==> config.mk <==
export PLATFORM = sky130hd
export DESIGN_NAME = matrix_print_ctrl
export DESIGN_NICKNAME = d
export VERILOG_FILES = /design/src/rtl/matrix_pkg.sv /design/src/rtl/bin2bcd.sv /design/src/rtl/matrix_print_ctrl.sv
export SDC_FILE = /design/constraint.sdc
export NUM_CORES = 1
export LEC_CHECK = 0
export BUFFER_PORTS_ARGS = -buffer_cell sky130_fd_sc_hd__buf_2
export CAP_MARGIN = 40
export CELL_PAD_IN_SITES_DETAIL_PLACEMENT = 1
export CELL_PAD_IN_SITES_GLOBAL_PLACEMENT = 2
export CORE_MARGIN = 2
export CORE_UTILIZATION = 35
export DETAILED_ROUTE_END_ITERATION = 8
export PLACE_DENSITY_LB_ADDON = 0.1
export REMOVE_ABC_BUFFERS = 1
export SYNTH_ARGS = -nofsm -noshare
export SYNTH_HDL_FRONTEND = slang
export SYNTH_SLANG_ARGS = --single-unit
==> constraint.sdc <==
create_clock -name clk -period 7.3 [get_ports clk]
set_clock_uncertainty 0.05 [all_clocks]
set_input_delay 1.46 -clock clk [delete_from_list [all_inputs] [get_ports clk]]
set_output_delay 1.46 -clock clk [all_outputs]
set_load 0.02 [all_outputs]
==> src/rtl/matrix_pkg.sv <==
// Shared constants, FSM state encoding and dimension check for the matrix print controller.
package matrix_pkg;

  localparam int MAX_DIM_DEFAULT = 5;

  localparam logic [7:0] ASCII_SPACE = 8'h20;
  localparam logic [7:0] ASCII_LF    = 8'h0A;
  localparam logic [7:0] ASCII_ZERO  = 8'h30;

  typedef enum logic [2:0] {
    IDLE,
    FETCH,
    WAIT,
    CONV,
    EMIT_DIG,
    EMIT_SEP,
    EMIT_NL,
    DONE
  } state_t;

  // A dimension is usable when it is non-zero and fits the stored matrix.
  function automatic logic dim_ok(input logic [2:0] dim, input int max_dim);
    return (dim != 3'd0) && (int'(dim) <= max_dim);
  endfunction

endpackage

==> src/rtl/bin2bcd.sv <==
// Combinational binary-to-BCD (shift-and-add-3) with a count of significant digits.
module bin2bcd #(
  parameter int ELEM_W = 8
) (
  input  logic [ELEM_W-1:0] bin,
  output logic [3:0]        hundreds,
  output logic [3:0]        tens,
  output logic [3:0]        ones,
  output logic [1:0]        ndig
);

  logic [ELEM_W+11:0] sh;

  // Values above 999 do not fit three digits; ELEM_W is expected to stay at 8 or 9.
  always_comb begin
    sh = {12'd0, bin};
    for (int i = 0; i < ELEM_W; i++) begin
      for (int d = 0; d < 3; d++) begin
        if (sh[ELEM_W+4*d +: 4] >= 4'd5) begin
          sh[ELEM_W+4*d +: 4] = sh[ELEM_W+4*d +: 4] + 4'd3;
        end
      end
      sh = sh << 1;
    end
    ones     = sh[ELEM_W   +: 4];
    tens     = sh[ELEM_W+4 +: 4];
    hundreds = sh[ELEM_W+8 +: 4];
    if (hundreds != 4'd0) begin
      ndig = 2'd3;
    end else if (tens != 4'd0) begin
      ndig = 2'd2;
    end else begin
      ndig = 2'd1;
    end
  end

endmodule

==> src/rtl/matrix_print_ctrl.sv <==
// Reads a stored matrix element by element and streams it as decimal ASCII text,
// space-separated within a row and newline-terminated per row, over a valid/ready byte port.
module matrix_print_ctrl
  import matrix_pkg::*;
#(
  parameter int MAX_DIM = MAX_DIM_DEFAULT,
  parameter int ELEM_W  = 8
) (
  input  logic              clk,
  input  logic              rst_n,
  input  logic              start,
  input  logic [2:0]        rows,
  input  logic [2:0]        cols,
  output logic              rd_en,
  output logic [2:0]        rd_row,
  output logic [2:0]        rd_col,
  input  logic [ELEM_W-1:0] rd_data,
  output logic [7:0]        tx_data,
  output logic              tx_valid,
  input  logic              tx_ready,
  output logic              busy,
  output logic              done,
  output logic              err
);

  state_t            state_reg, state_next;
  logic [2:0]        rows_reg, cols_reg;
  logic [2:0]        row_reg, col_reg;
  logic [ELEM_W-1:0] elem_reg;
  logic [3:0]        digit_reg [0:2];
  logic [1:0]        dig_idx_reg;
  logic              err_reg;

  logic [3:0]        bcd_h, bcd_t, bcd_o;
  logic [1:0]        bcd_n;
  logic [7:0]        dig_ascii [0:2];
  logic              start_ok, start_bad;
  logic              last_col, last_row, last_digit;

  assign start_ok   = start && dim_ok(rows, MAX_DIM) && dim_ok(cols, MAX_DIM);
  assign start_bad  = start && !start_ok;
  assign last_col   = (col_reg == cols_reg - 3'd1);
  assign last_row   = (row_reg == rows_reg - 3'd1);
  assign last_digit = (dig_idx_reg == 2'd0);

  bin2bcd #(.ELEM_W(ELEM_W)) u_bin2bcd (
    .bin      (elem_reg),
    .hundreds (bcd_h),
    .tens     (bcd_t),
    .ones     (bcd_o),
    .ndig     (bcd_n)
  );

  // digit_reg[0] is the ones digit; dig_idx_reg counts down to emit MSB first.
  for (genvar gi = 0; gi < 3; gi++) begin : g_ascii
    assign dig_ascii[gi] = ASCII_ZERO | {4'b0000, digit_reg[gi]};
  end

  always_ff @(posedge clk or negedge rst_n) begin
    if (!rst_n) begin
      state_reg <= IDLE;
    end else begin
      state_reg <= state_next;
    end
  end

  always_comb begin
    state_next = state_reg;
    case (state_reg)
      IDLE:     if (start_ok) state_next = FETCH;
      FETCH:    state_next = WAIT;
      WAIT:     state_next = CONV;
      CONV:     state_next = EMIT_DIG;
      EMIT_DIG: if (tx_ready && last_digit) state_next = last_col ? EMIT_NL : EMIT_SEP;
      EMIT_SEP: if (tx_ready) state_next = FETCH;
      EMIT_NL:  if (tx_ready) state_next = last_row ? DONE : FETCH;
      DONE:     state_next = IDLE;
      default:  state_next = IDLE;
    endcase
  end

  always_ff @(posedge clk or negedge rst_n) begin
    if (!rst_n) begin
      rows_reg    <= 3'd0;
      cols_reg    <= 3'd0;
      row_reg     <= 3'd0;
      col_reg     <= 3'd0;
      elem_reg    <= '0;
      dig_idx_reg <= 2'd0;
      err_reg     <= 1'b0;
      for (int i = 0; i < 3; i++) digit_reg[i] <= 4'd0;
    end else begin
      err_reg <= (state_reg == IDLE) && start_bad;
      case (state_reg)
        IDLE: begin
          if (start_ok) begin
            rows_reg <= rows;
            cols_reg <= cols;
            row_reg  <= 3'd0;
            col_reg  <= 3'd0;
          end
        end
        // rd_data is only valid during WAIT, so it is captured on the edge into CONV.
        WAIT: elem_reg <= rd_data;
        CONV: begin
          digit_reg[2] <= bcd_h;
          digit_reg[1] <= bcd_t;
          digit_reg[0] <= bcd_o;
          dig_idx_reg  <= bcd_n - 2'd1;
        end
        EMIT_DIG: if (tx_ready && !last_digit) dig_idx_reg <= dig_idx_reg - 2'd1;
        EMIT_SEP: if (tx_ready) col_reg <= col_reg + 3'd1;
        EMIT_NL: begin
          if (tx_ready) begin
            col_reg <= 3'd0;
            row_reg <= row_reg + 3'd1;
          end
        end
        default: ;
      endcase
    end
  end

  assign rd_row = row_reg;
  assign rd_col = col_reg;
  assign err    = err_reg;

  always_comb begin
    rd_en    = 1'b0;
    tx_valid = 1'b0;
    tx_data  = 8'h00;
    busy     = 1'b0;
    done     = 1'b0;
    case (state_reg)
      FETCH: begin
        rd_en = 1'b1;
        busy  = 1'b1;
      end
      WAIT, CONV: busy = 1'b1;
      EMIT_DIG: begin
        busy     = 1'b1;
        tx_valid = 1'b1;
        case (dig_idx_reg)
          2'd2:    tx_data = dig_ascii[2];
          2'd1:    tx_data = dig_ascii[1];
          default: tx_data = dig_ascii[0];
        endcase
      end
      EMIT_SEP: begin
        busy     = 1'b1;
        tx_valid = 1'b1;
        tx_data  = ASCII_SPACE;
      end
      EMIT_NL: begin
        busy     = 1'b1;
        tx_valid = 1'b1;
        tx_data  = ASCII_LF;
      end
      DONE: done = 1'b1;
      default: ;
    endcase
  end

endmodule

Word-level counts from Yosys, hierarchy flattened:

Index checks and enable logic that the tools add are counted.

* $add $sub $neg: 24
* mux-type cells: 41
* order comparisons: 20
* reductions and logical operators: 26
* eq/ne operators: 16

Operators with widths (count)
* >= comparator 4 x 3 -> 1 bit (second input constant): 15
* two-way mux 4 bit: 12
* two-way mux 3 bit: 15
* adder 4 x 2 -> 4 bit (second input constant): 11
* case mux 3 bit (8 select lines): 1
* case mux 6 bit (3 select lines): 1
* adder 3 x 2 -> 3 bit (second input constant): 4
* equality test 3 bit (second input constant): 4
* inequality test 2 bit (second input constant): 5
* case mux 3 bit (3 select lines): 1
* nonzero test 3 bit: 3
* logical AND 1 bit: 8
* two-way mux 2 bit: 4
* case mux 4 bit (2 select lines): 1
* AND reduction 4 bit: 2
* nonzero test 4 bit: 2
* adder 1 x 2 -> 3 bit (second input constant): 2
* adder 3 x 1 -> 3 bit (second input constant): 2
* equality test 3 x 2 -> 1 bit (second input constant): 2
* equality test 3 bit: 2
* >= comparator 1 x 3 -> 1 bit (second input constant): 2
* <= comparator 3 bit (second input constant): 2
* case mux 3 bit (2 select lines): 1
* OR reduction 6 bit: 1
* 16 further kinds: 24

* output and inout bits: 19
* bits of input ports: 18
* word-level logic and storage cells: 138
* register bits after elaboration: 38

Logic depth before layout (Yosys ltp):

Gate-level depths: netlist of run 1.

* depth after elaboration: 19
* depth in mapped cells: 26
* depth with buffers taken out: 26

Hierarchy:

Synthesis of run 1 repeated with hierarchy kept, for this count alone.

* cells, all modules: 348
* area total of the unflattened synthesis: 3228.1 um^2

Modules (own cells, without submodules)
* matrix_print_ctrl: area each 2055.7 um^2, cells each 177, times used 1, sequential area each 950.9 um^2
* bin2bcd: area each 1172.4 um^2, cells each 171, times used 1, sequential area each 0.0 um^2

Worst setup path before layout of run 1:

Ideal clock, no wire load.

* path type: reg-to-reg
* start point: register elem_reg[5]
* end point: register dig_idx_reg[0]
* buffers on the path: 0
* setup time: 0.120 ns
* path slack: 2.012 ns
* cell stages (with the launch flop): 25
* arrival: 5.118 ns
* required time: 7.130 ns
* clock period less this slack: 5.288 ns
* cell sequence: dfrtp_1 > inv_1 > ha_1 > inv_1 > ha_1 > a21oi_1 > xnor2_1 > ha_1 > and2b_1 > nor3_2 > or4_4 > nand2_1 > ha_1 > nand3b_1 > o311ai_0 > mux2_4 > or3_4 > a32oi_2 > xor2_2 > inv_1 > ha_1 > nand2b_1 > a211oi_1 > o211ai_1 > a31o_1

* word-level cells in the longest chain between the ends: 15
* elaborated cells on any way between the ends: 42
* those cells by class: add/sub: 13; order compare: 12; mux: 15; reduce/logical: 2

RTL lines
* from (decl): line matrix_print_ctrl.sv:29 `logic [ELEM_W-1:0] elem_reg;`
* from (signal assigned): line matrix_print_ctrl.sv:104 `WAIT: elem_reg <= rd_data;`
* adder 4 x 2 -> 4 bit or >= comparator 4 x 3 -> 1 bit (tied branches): line bin2bcd.sv:20, bin2bcd.sv:19
* two-way mux 4 bit *: line bin2bcd.sv:19 `if (sh[ELEM_W+4*d +: 4] >= 4'd5) begin`
* adder 4 x 2 -> 4 bit or >= comparator 4 x 3 -> 1 bit (tied branches): line bin2bcd.sv:20, bin2bcd.sv:19
* two-way mux 4 bit: line bin2bcd.sv:19
* adder 4 x 2 -> 4 bit or >= comparator 4 x 3 -> 1 bit (tied branches): line bin2bcd.sv:20, bin2bcd.sv:19
* two-way mux 4 bit: line bin2bcd.sv:19
* adder 4 x 2 -> 4 bit or >= comparator 4 x 3 -> 1 bit (tied branches): line bin2bcd.sv:20, bin2bcd.sv:19
* two-way mux 4 bit: line bin2bcd.sv:19
* adder 4 x 2 -> 4 bit or >= comparator 4 x 3 -> 1 bit (tied branches): line bin2bcd.sv:20, bin2bcd.sv:19
* two-way mux 4 bit: line bin2bcd.sv:19
* nonzero test 4 bit: line bin2bcd.sv:30 `end else if (tens != 4'd0) begin`
* two-way mux 2 bit: line bin2bcd.sv:30
* two-way mux 2 bit *: line bin2bcd.sv:28 `if (hundreds != 4'd0) begin`
* subtractor 2 x 1 -> 2 bit *: line matrix_print_ctrl.sv:109 `dig_idx_reg <= bcd_n - 2'd1;`
* case mux 2 bit (2 select lines) *: line matrix_print_ctrl.sv:94 `case (state_reg)`
* to (signal assigned): line matrix_print_ctrl.sv:109
* to (signal assigned): line matrix_print_ctrl.sv:111 `EMIT_DIG: if (tx_ready && !last_digit) dig_idx_reg <= dig_idx_reg - 2'd1;`
* to (decl): line matrix_print_ctrl.sv:31 `logic [1:0] dig_idx_reg;`

Mark *: on every way between the ends. The rest lies on a longest branch, timed or not.
A chain may end at the register's enable or synchronous reset.

Final worst setup path of run 1:

Ends and elaborated chain as after synthesis.

==> impl_metrics.csv, run 1 <==
group,metric,value,unit
global_route,grt_pass1_vias,2535,
routing,wl,7.166,mm
worst_setup_path,path_class,"reg2reg",
global_route,grt_max_degree,34,
routing,via_per_inst,5.174,
worst_setup_path,critPathCaptureType,"register",
timing,slew_headroom,0.4600,
cells_and_area,drive_above_1_share,0.2179,
worst_setup_path,critPathCapture,"dig_idx_reg[0]",
timing,hold_viol,0,
worst_setup_path,startpoint_type,"register",
synthesis,ys_seq_area_frac,0.3245,
cells_and_area,antenna_cells,0,
clock_tree,cts_hold_buf,0,
cells_and_area,largest_reg_flops,10,
timing,final_max_slew_viol_count,0,
worst_setup_path,reg2reg_depth,24,
clock_tree,cts.repair.resized,0,
min_path,min_path_type,"reg2reg",
clock_tree,postCtsSetupRepairBufs,0,
synthesis,postSynthAreaPerCell,8.517,um^2
placement,dp_hpwl,5.420,mm
die,placementRows,32,
synthesis,synth_top_area_frac,0.3245,
worst_setup_path,startpoint,"elem_reg[5]",
synthesis,syn-cell-area,0.002776,mm^2
global_route,grt_pass1_wl,12.33,mm
clock_tree,cts_buffers,5,
routing,drc,0,
routing,route.met2.wl,3.480,mm
die,dieWidth,93.07,um
job,maxCapViolations,0,
synthesis,yosys_warnings,0,
die,coreArea,0.007687,mm^2
timing,fin_crit_sh,0.8089,
routing,routed-wl-met3,186,um
timing,rsz0062_at_grt,"false",
timing,fmax,169.4,MHz
clock_tree,htreeDepth,2,
synthesis,synth-seq-cells,36,
routing,top_layer_used,"met4",
clock_tree,cts_tree,"built",
cells_and_area,area_growth,14.06,%
clock_tree,clock-sinks,36,
routing,wl_per_cell,15.58,um
clock_tree,clk_pin_slew,80,ps
timing,tightest_slew,803.3,ps
die,dieArea,0.008661,mm^2
routing,final_antenna_net_count,0,
synthesis,yosysMostFrequentCell,"nand2_1",
worst_setup_path,r2r-start,"elem_reg[5]",
synthesis,async_flop_share,1.000,
worst_setup_path,arrival,6040,ps
global_route,antenna_found_initial,0,
min_path,hp-start,"dig_ascii[18]",
global_route,grt-ovfl-total,0,
worst_setup_path,reg2reg_to,"dig_idx_reg[0]",
routing,first_pass_iters,4,
placement,gp_congestion,0.8946,
routing,met1_length,3.302,mm
die,start_util,0.3612,
worst_setup_path,r2r_slack,1400,ps
synthesis,ys_types,72,
synthesis,synth.area.top_cells,"dfrtp_1, ha_1, nand2_1",
routing,vias,2380,
die,fp.dieH,93.07,um
cells_and_area,nNetsFinal,391,
synthesis,synth_area_leader_cell,"dfrtp_1",
worst_setup_path,critical_path_required,7440,ps
run_status,outcome,"complete, no violations",
clock_tree,clockBufferDepth,2,
timing,tns,0,ps
synthesis,synth_enable_flop_cells,0,
die,io_pins,37,
placement,io_buffers,34,
timing,setup_viol_count_final,0,
worst_setup_path,critPathMaxFanout,7,
synthesis,synthCells,326,
global_route,grt_use_total,0.1804,
clock_tree,clock_latency,300,ps
timing,finalHoldWorstSlack,437.7,ps
routing,drt_iter0_drc,75,
synthesis,synth_ff_type,"dfrtp_1",
synthesis,synth_commonest_cells,"nand2_1, dfrtp_1, o21ai_0",
clock_tree,cts-root-buf,"clkbuf_8",
timing,post-route-min-period,5905,ps
[worst max-delay path, cell delays in order (launching register included)]
cell and delay, ps:
dfrtp_1 420, inv_1 190, ha_1 170, inv_1 40
ha_1 250, a21oi_1 320, xnor2_1 230, ha_1 340
and2b_1 240, nor3_2 60, or4_4 500, nand2_1 110
ha_1 190, nand3b_1 120, o311ai_0 130, mux2_4 310
or3_4 380, a32oi_2 260, xor2_2 330, inv_1 120
ha_1 230, nand2b_1 140, a211oi_1 300, o211ai_1 120
a31o_1 240
[cell families after synthesis]
group	count (synthesis)	synth area share
buffers and inverters	33	0.04912
DFF	36	0.3245
adders and majority gates	16	0.07210
AOI/OAI and AO/OA	90	0.2208
and+or+nand+nor	121	0.2244
muxes	15	0.06084
xor gates and xnor gates	14	0.04687
other	1	0.001351
[placed cells by master (no fill, tap or decap), types with 6 or more instances in the layout]
master	synthesis	layout
buf_2	1	34
ha_1	16	16
xnor2_1	12	12
dfrtp_1	36	36
nand3_1	6	6
nand2_1	46	46
nand2b_1	7	7
inv_1	19	19
a21oi_1	12	12
nor2_1	20	20
mux2_2	8	8
o21ai_0	31	31
[layer usage]
metal / GRT usage / up-vias
met5: 0 / -
met2: 0.3158 / 39
met4: 0.07230 / 0
met3: 0.02498 / 12
li1: - / 1211
met1: 0.2235 / 1118
[through the flow]
step	setup slack, ps	instance area, um^2	utilization	cells
detailed placement	1351	3059	0.3979	452
global route	687.5	3167	0.4119	460
CTS	1323	3167	0.4119	460
finish	1395	3167	0.4119	460
floorplan	2012	2715	-	313
global placement	1505	3039	0.3953	451
[worst min-delay path by stage]
stage                    end  depth (start not counted)
2_1_floorplan   dig_ascii[9]                          2
3_3_place_gp    dig_ascii[8]                          2
3_5_place_dp   dig_ascii[18]                          2
4_1_cts        dig_ascii[18]                          2
5_1_grt        dig_ascii[18]                          2
6_report       dig_ascii[18]                          2
[cell type report]
cell class              count  area (um^2)
clock buffers               6        72.57
clock inverters             2        35.03
fillers                   949         4521
inverters                  19        71.32
multi-input cells         258         1754
flip-flops and latches     36        900.9
well taps                 102        127.6
repair buffers             37        205.2
Power of run 1 is not shown: default switching activity piles up to over one toggle a cycle in this logic, so the estimate is an artifact.
==> run 2, diff against run 1 <==
==> constraint.sdc (replaced) <==
create_clock -name clk -period 6 [get_ports clk]
set_clock_uncertainty 0.05 [all_clocks]
set_input_delay 1.2 -clock clk [delete_from_list [all_inputs] [get_ports clk]]
set_output_delay 1.2 -clock clk [all_outputs]
set_load 0.02 [all_outputs]
==> run 2 against run 1 <==
Net effect: wire length is 2.0% lower; worst hold slack worse by 1.3 ps; via count is 2.4% higher; global-route usage is 0.39 points lower; setup slack worse by 880 ps; flip-flop and latch count stayed put; register-to-register slack worse by 880 ps; critical path depth stayed put; die area stayed put; non-clock buffer count is 2 higher; clock-buffer cell count stayed put.
==> impl_metrics.csv, run 2 (synthesized netlist as in run 1, its figures left out) <==
group,metric,value,unit
cells_and_area,largest_reg_flops,10,
placement,gp_congestion,0.9207,
worst_setup_path,startpoint_type,"register",
clock_tree,clk_pin_slew,80,ps
worst_setup_path,crit_slowest_cell,"or4_4",
global_route,antenna_found_initial,0,
global_route,grt_max_degree,34,
cells_and_area,antenna_cells,0,
die,io_pins,37,
cells_and_area,nNetsFinal,393,
timing,hold_viol,0,
timing,tightest_slew,763.3,ps
routing,vias,2438,
worst_setup_path,critPathCaptureType,"register",
global_route,grt_use_total,0.1765,
worst_setup_path,critical_path_required,6140,ps
routing,via_per_inst,5.277,
worst_setup_path,crit_chain,"inv_1 > ha_1 > inv_1 > ha_1 > a21oi_2 > xnor2_1 > ha_1 > and2b_1 > nor3_2 > or4_4 > nand2_1 > ha_1 > nand3b_1 > o311ai_0 > mux2_4 > or3_4 > a32oi_2 > xor2_4 > inv_1 > ha_1 > nand2b_1 > a211oi_1 > o211ai_1 > a31o_1",
clock_tree,htreeDepth,2,
global_route,grt_pass1_vias,2476,
routing,wl_per_cell,15.20,um
cells_and_area,n_fill_cell,938,
routing,first_pass_iters,4,
worst_setup_path,critPathMaxStageDelay,490,ps
global_route,grt-ovfl-total,0,
placement,dp_hpwl,5.339,mm
timing,finalHoldWorstSlack,436.5,ps
clock_tree,postCtsSetupRepairBufs,0,
clock_tree,cts-root-buf,"clkbuf_8",
timing,fmax,182.3,MHz
run_status,outcome,"complete, no violations",
clock_tree,clockBufferDepth,2,
timing,setup_viol_count_final,0,
timing,rsz0062_at_grt,"false",
routing,final_antenna_net_count,0,
timing,post-route-min-period,5485,ps
routing,drt_iter0_drc,82,
worst_setup_path,path_common_cell,"ha_1",
placement,dpl_cell_area,0.003074,mm^2
die,placementRows,32,
timing,tns,0,ps
worst_setup_path,critPathMaxFanout,7,
die,start_util,0.3612,
die,coreArea,0.007687,mm^2
die,dieArea,0.008661,mm^2
cells_and_area,final_cell_mix,"nand2_1, dfrtp_1, buf_2",
cells_and_area,area_growth,15.32,%
worst_setup_path,arrival,5620,ps
min_path,min_path_type,"reg2reg",
routing,drc,0,
job,maxCapViolations,0,
timing,fin_crit_sh,0.9141,
routing,wl,7.022,mm
global_route,grt_pass1_wl,12.16,mm
clock_tree,cts_tree,"built",
timing,slew_headroom,0.4869,
timing,final_max_slew_viol_count,0,
clock_tree,clock_latency,290,ps
placement,io_buffers,34,
cells_and_area,final_cell_area,0.003202,mm^2
die,dieWidth,93.07,um
placement,placedCellCount,454,
clock_tree,cts_buffers,5,
cells_and_area,instances_no_fill,462,
cells_and_area,mostFrequentLayoutCell,"nand2_1",
clock_tree,clock-sinks,36,
die,fp.dieH,93.07,um
worst_setup_path,path_class,"reg2reg",
cells_and_area,drive_above_1_share,0.2306,
[run 2: worst max-delay path: cells and delay by family (launching register included)]
kind                     cells  cell delay, ps
AND/OR/NAND/NOR              7            1530
AO/OA/AOI/OAI                6            1290
adder cells (fa/ha/maj)      5            1040
XOR/XNOR                     2             460
flip-flops                   1             390
buffers and inverters        3             320
multiplexers                 1             310
[run 2: path summary, 6_finish.rpt]
path / start / end / slack (ps) / cells after the start
min: dig_ascii[19] / dig_ascii[19] / 440 / 2
max in group asynchronous: rst_n / elem_reg[5] / 4840 / 2
max reg2reg: elem_reg[6] / dig_idx_reg[0] / 520 / 24
min in group asynchronous: rst_n / rows_reg[2] / 660 / 1
max: elem_reg[6] / dig_idx_reg[0] / 520 / 24
min reg2reg: dig_ascii[19] / dig_ascii[19] / 440 / 2
[run 2: cell type report]
type	count	area, um^2	share of cell area
Clock inverter	2	35.03	0.01094
Tap cell	102	127.6	0.03986
Inverter	19	71.32	0.02227
Timing Repair Buffer	39	220.2	0.06878
Clock buffer	6	72.57	0.02267
Multi-Input combinational cell	258	1774	0.5541
Sequential cell	36	900.9	0.2814
[run 2: metal layers]
layer	track usage	routed length, um
met5	0	0
met4	0.06127	182
met3	0.03143	222
met2	0.3037	3447
met1	0.2224	3170
[run 2: timing repair]
action / CTS / global route
hold buffers: 0 / 0
gates resized for setup: 0 / 4
setup endpoints to repair: 0 / 1
[run 2: stage by stage]
step             util  setup slack (ps)
4_1_cts        0.4139             346.0
2_1_floorplan       -             712.1
3_5_place_dp   0.3999             356.9
5_1_grt        0.4165             22.50
3_3_place_gp   0.3973             513.1
6_report       0.4165             515.2
Power of run 2 is left out for the same reason.
==> run 3, diff against run 2 <==
--- a/config.mk
+++ b/config.mk
@@ -9,7 +9,7 @@
 export CAP_MARGIN = 40
 export CELL_PAD_IN_SITES_DETAIL_PLACEMENT = 1
 export CELL_PAD_IN_SITES_GLOBAL_PLACEMENT = 2
-export CORE_MARGIN = 2
+export CORE_MARGIN = 5
 export CORE_UTILIZATION = 35
 export DETAILED_ROUTE_END_ITERATION = 8
 export PLACE_DENSITY_LB_ADDON = 0.1
==> run 3 against run 2 <==
Net effect: critical path depth unchanged; fmax shrank 0.52%; first-iteration DRC count shrank 4.9%; cell area shrank 0.66%; non-clock buffer count shrank 1; wire length is 2.6% higher; global-route usage fell by 2.5 points; final cell count down 0.43%; die area is 13% higher; clock-buffer cell count rose by 1; worst hold slack improved by 5.1 ps.
==> impl_metrics.csv, run 3 (synthesized netlist as in run 1, its figures left out) <==
group,metric,value,unit
run_status,outcome,"complete, no violations",
routing,first_pass_iters,4,
worst_setup_path,reg2reg_depth,24,
worst_setup_path,crit_slowest_cell,"or4_4",
global_route,grt-ovfl-total,0,
clock_tree,clock_latency,290,ps
timing,slew_headroom,0.4888,
cells_and_area,mostFrequentLayoutCell,"nand2_1",
worst_setup_path,critPathMaxStageDelay,490,ps
routing,via_per_inst,5.226,
worst_setup_path,startpoint,"elem_reg[5]",
min_path,whs_endpoint,"dig_ascii[19]",
worst_setup_path,crit_chain,"inv_1 > ha_1 > inv_1 > ha_1 > a21oi_2 > xnor2_1 > ha_2 > and2b_1 > nor3_2 > or4_4 > nand2_1 > ha_1 > nand3b_1 > o311ai_0 > mux2_4 > or3_4 > a32oi_2 > xor2_2 > inv_1 > ha_1 > nand2b_1 > a211oi_1 > o211ai_1 > a31o_1",
placement,gp_congestion,0.8155,
clock_tree,cts_tree,"built",
timing,tns,0,ps
global_route,grt_use_total,0.1511,
clock_tree,cts_buffers,5,
clock_tree,clock-sinks,36,
routing,drc,0,
worst_setup_path,critPathMaxFanout,7,
routing,wl,7.208,mm
min_path,hp-start,"dig_ascii[19]",
worst_setup_path,crit_family,"simple AND/OR/NAND/NOR gates",
timing,hold_viol,0,
routing,drt_iter0_drc,78,
routing,final_antenna_net_count,0,
worst_setup_path,reg2reg_to,"dig_idx_reg[0]",
worst_setup_path,arrival,5640,ps
clock_tree,clockBufferDepth,2,
timing,post-route-min-period,5514,ps
die,io_pins,37,
cells_and_area,antenna_cells,0,
worst_setup_path,critPathCaptureType,"register",
worst_setup_path,r2r_slack,490,ps
placement,dp_hpwl,5.662,mm
worst_setup_path,path_buf_inv,3,
global_route,antenna_found_initial,0,
cells_and_area,largest_reg_flops,10,
worst_setup_path,startpoint_type,"register",
cells_and_area,area_growth,14.56,%
die,fp.dieH,99.07,um
worst_setup_path,critical_path_required,6130,ps
clock_tree,postCtsSetupRepairBufs,0,
die,placementRows,32,
die,start_util,0.3593,
routing,vias,2404,
cells_and_area,nNetsFinal,392,
worst_setup_path,path_class,"reg2reg",
global_route,grt_pass1_wl,12.10,mm
min_path,min_path_type,"reg2reg",
die,dieArea,0.009814,mm^2
die,dieWidth,99.07,um
global_route,grt_pass1_vias,2479,
placement,io_buffers,34,
cells_and_area,drive_above_1_share,0.2318,
worst_setup_path,r2r-start,"elem_reg[5]",
min_path,min_path_cells,2,
timing,tightest_slew,760.5,ps
die,coreArea,0.007727,mm^2
routing,wl_per_cell,15.67,um
clock_tree,htreeDepth,2,
worst_setup_path,path_common_cell,"ha_1",
timing,fin_crit_sh,0.9189,
timing,rsz0062_at_grt,"false",
timing,final_max_slew_viol_count,0,
clock_tree,clk_pin_slew,80,ps
timing,setup_viol_count_final,0,
global_route,grt_max_degree,31,
timing,fmax,181.4,MHz
job,maxCapViolations,0,
clock_tree,cts-root-buf,"clkbuf_8",
cells_and_area,final_cell_mix,"nand2_1, dfrtp_1, buf_2",
-- run 3: cell count changes in the layout (fill, tap and decap cells not counted), sizes merged --
cell,delta
buf,-1
bufinv,-1
clkbuf,+1
clkinv,-1
-- run 3: how the worst max path moves through the flow --
stage / end / slack (ps) / cells past startpoint
2_1_floorplan: dig_idx_reg[0] / 710 / 24
3_3_place_gp: dig_idx_reg[0] / 400 / 24
3_5_place_dp: dig_idx_reg[0] / 250 / 24
4_1_cts: dig_idx_reg[0] / 230 / 24
5_1_grt: dig_idx_reg[0] / 30 / 24
6_report: dig_idx_reg[0] / 490 / 24
-- run 3: through the flow --
| stage | cells | cell area [um^2] | worst slack, ps | utilization | hold slack, ps |
|---|---|---|---|---|---|
| 3_5_place_dp | 453 | 3070 | 245.8 | 0.3973 | 426.4 |
| 2_1_floorplan | 313 | 2715 | 712.1 | - | 398.9 |
| 4_1_cts | 460 | 3167 | 228.4 | 0.4098 | 444.5 |
| 5_1_grt | 460 | 3181 | 33.02 | 0.4116 | 466.3 |
| 6_report | 460 | 3181 | 486.3 | 0.4116 | 441.6 |
| 3_3_place_gp | 451 | 3039 | 396.4 | 0.3933 | 413.8 |
-- run 3: routing by layer --
layer,up-vias,GRT usage,share of wire
met5,-,0,0
met4,0,0.04622,0.021
met3,8,0.02689,0.036
met2,37,0.2603,0.48
met1,1145,0.1917,0.46
li1,1214,-,-
-- run 3: area by class of cell --
cell class,instances,area (um^2)
fillers,934,4547
repair buffers,38,216.5
well taps,102,127.6
multi-input cells,258,1768
clock buffers,7,96.34
flip-flops and latches,36,900.9
inverters,19,71.32
-- run 3: repair_timing --
| item | CTS | global route |
|---|---|---|
| hold buffers | 0 | 0 |
| setup endpoints to repair | 0 | 1 |
| gates resized for setup | 0 | 4 |
-- run 3: tightest hold or removal path, cell delays in order, from the launching register on --
cell     delay, ps
dfrtp_1        350
nand2_1         50
o21ai_0         60
Power of run 3 is left out for the same reason.
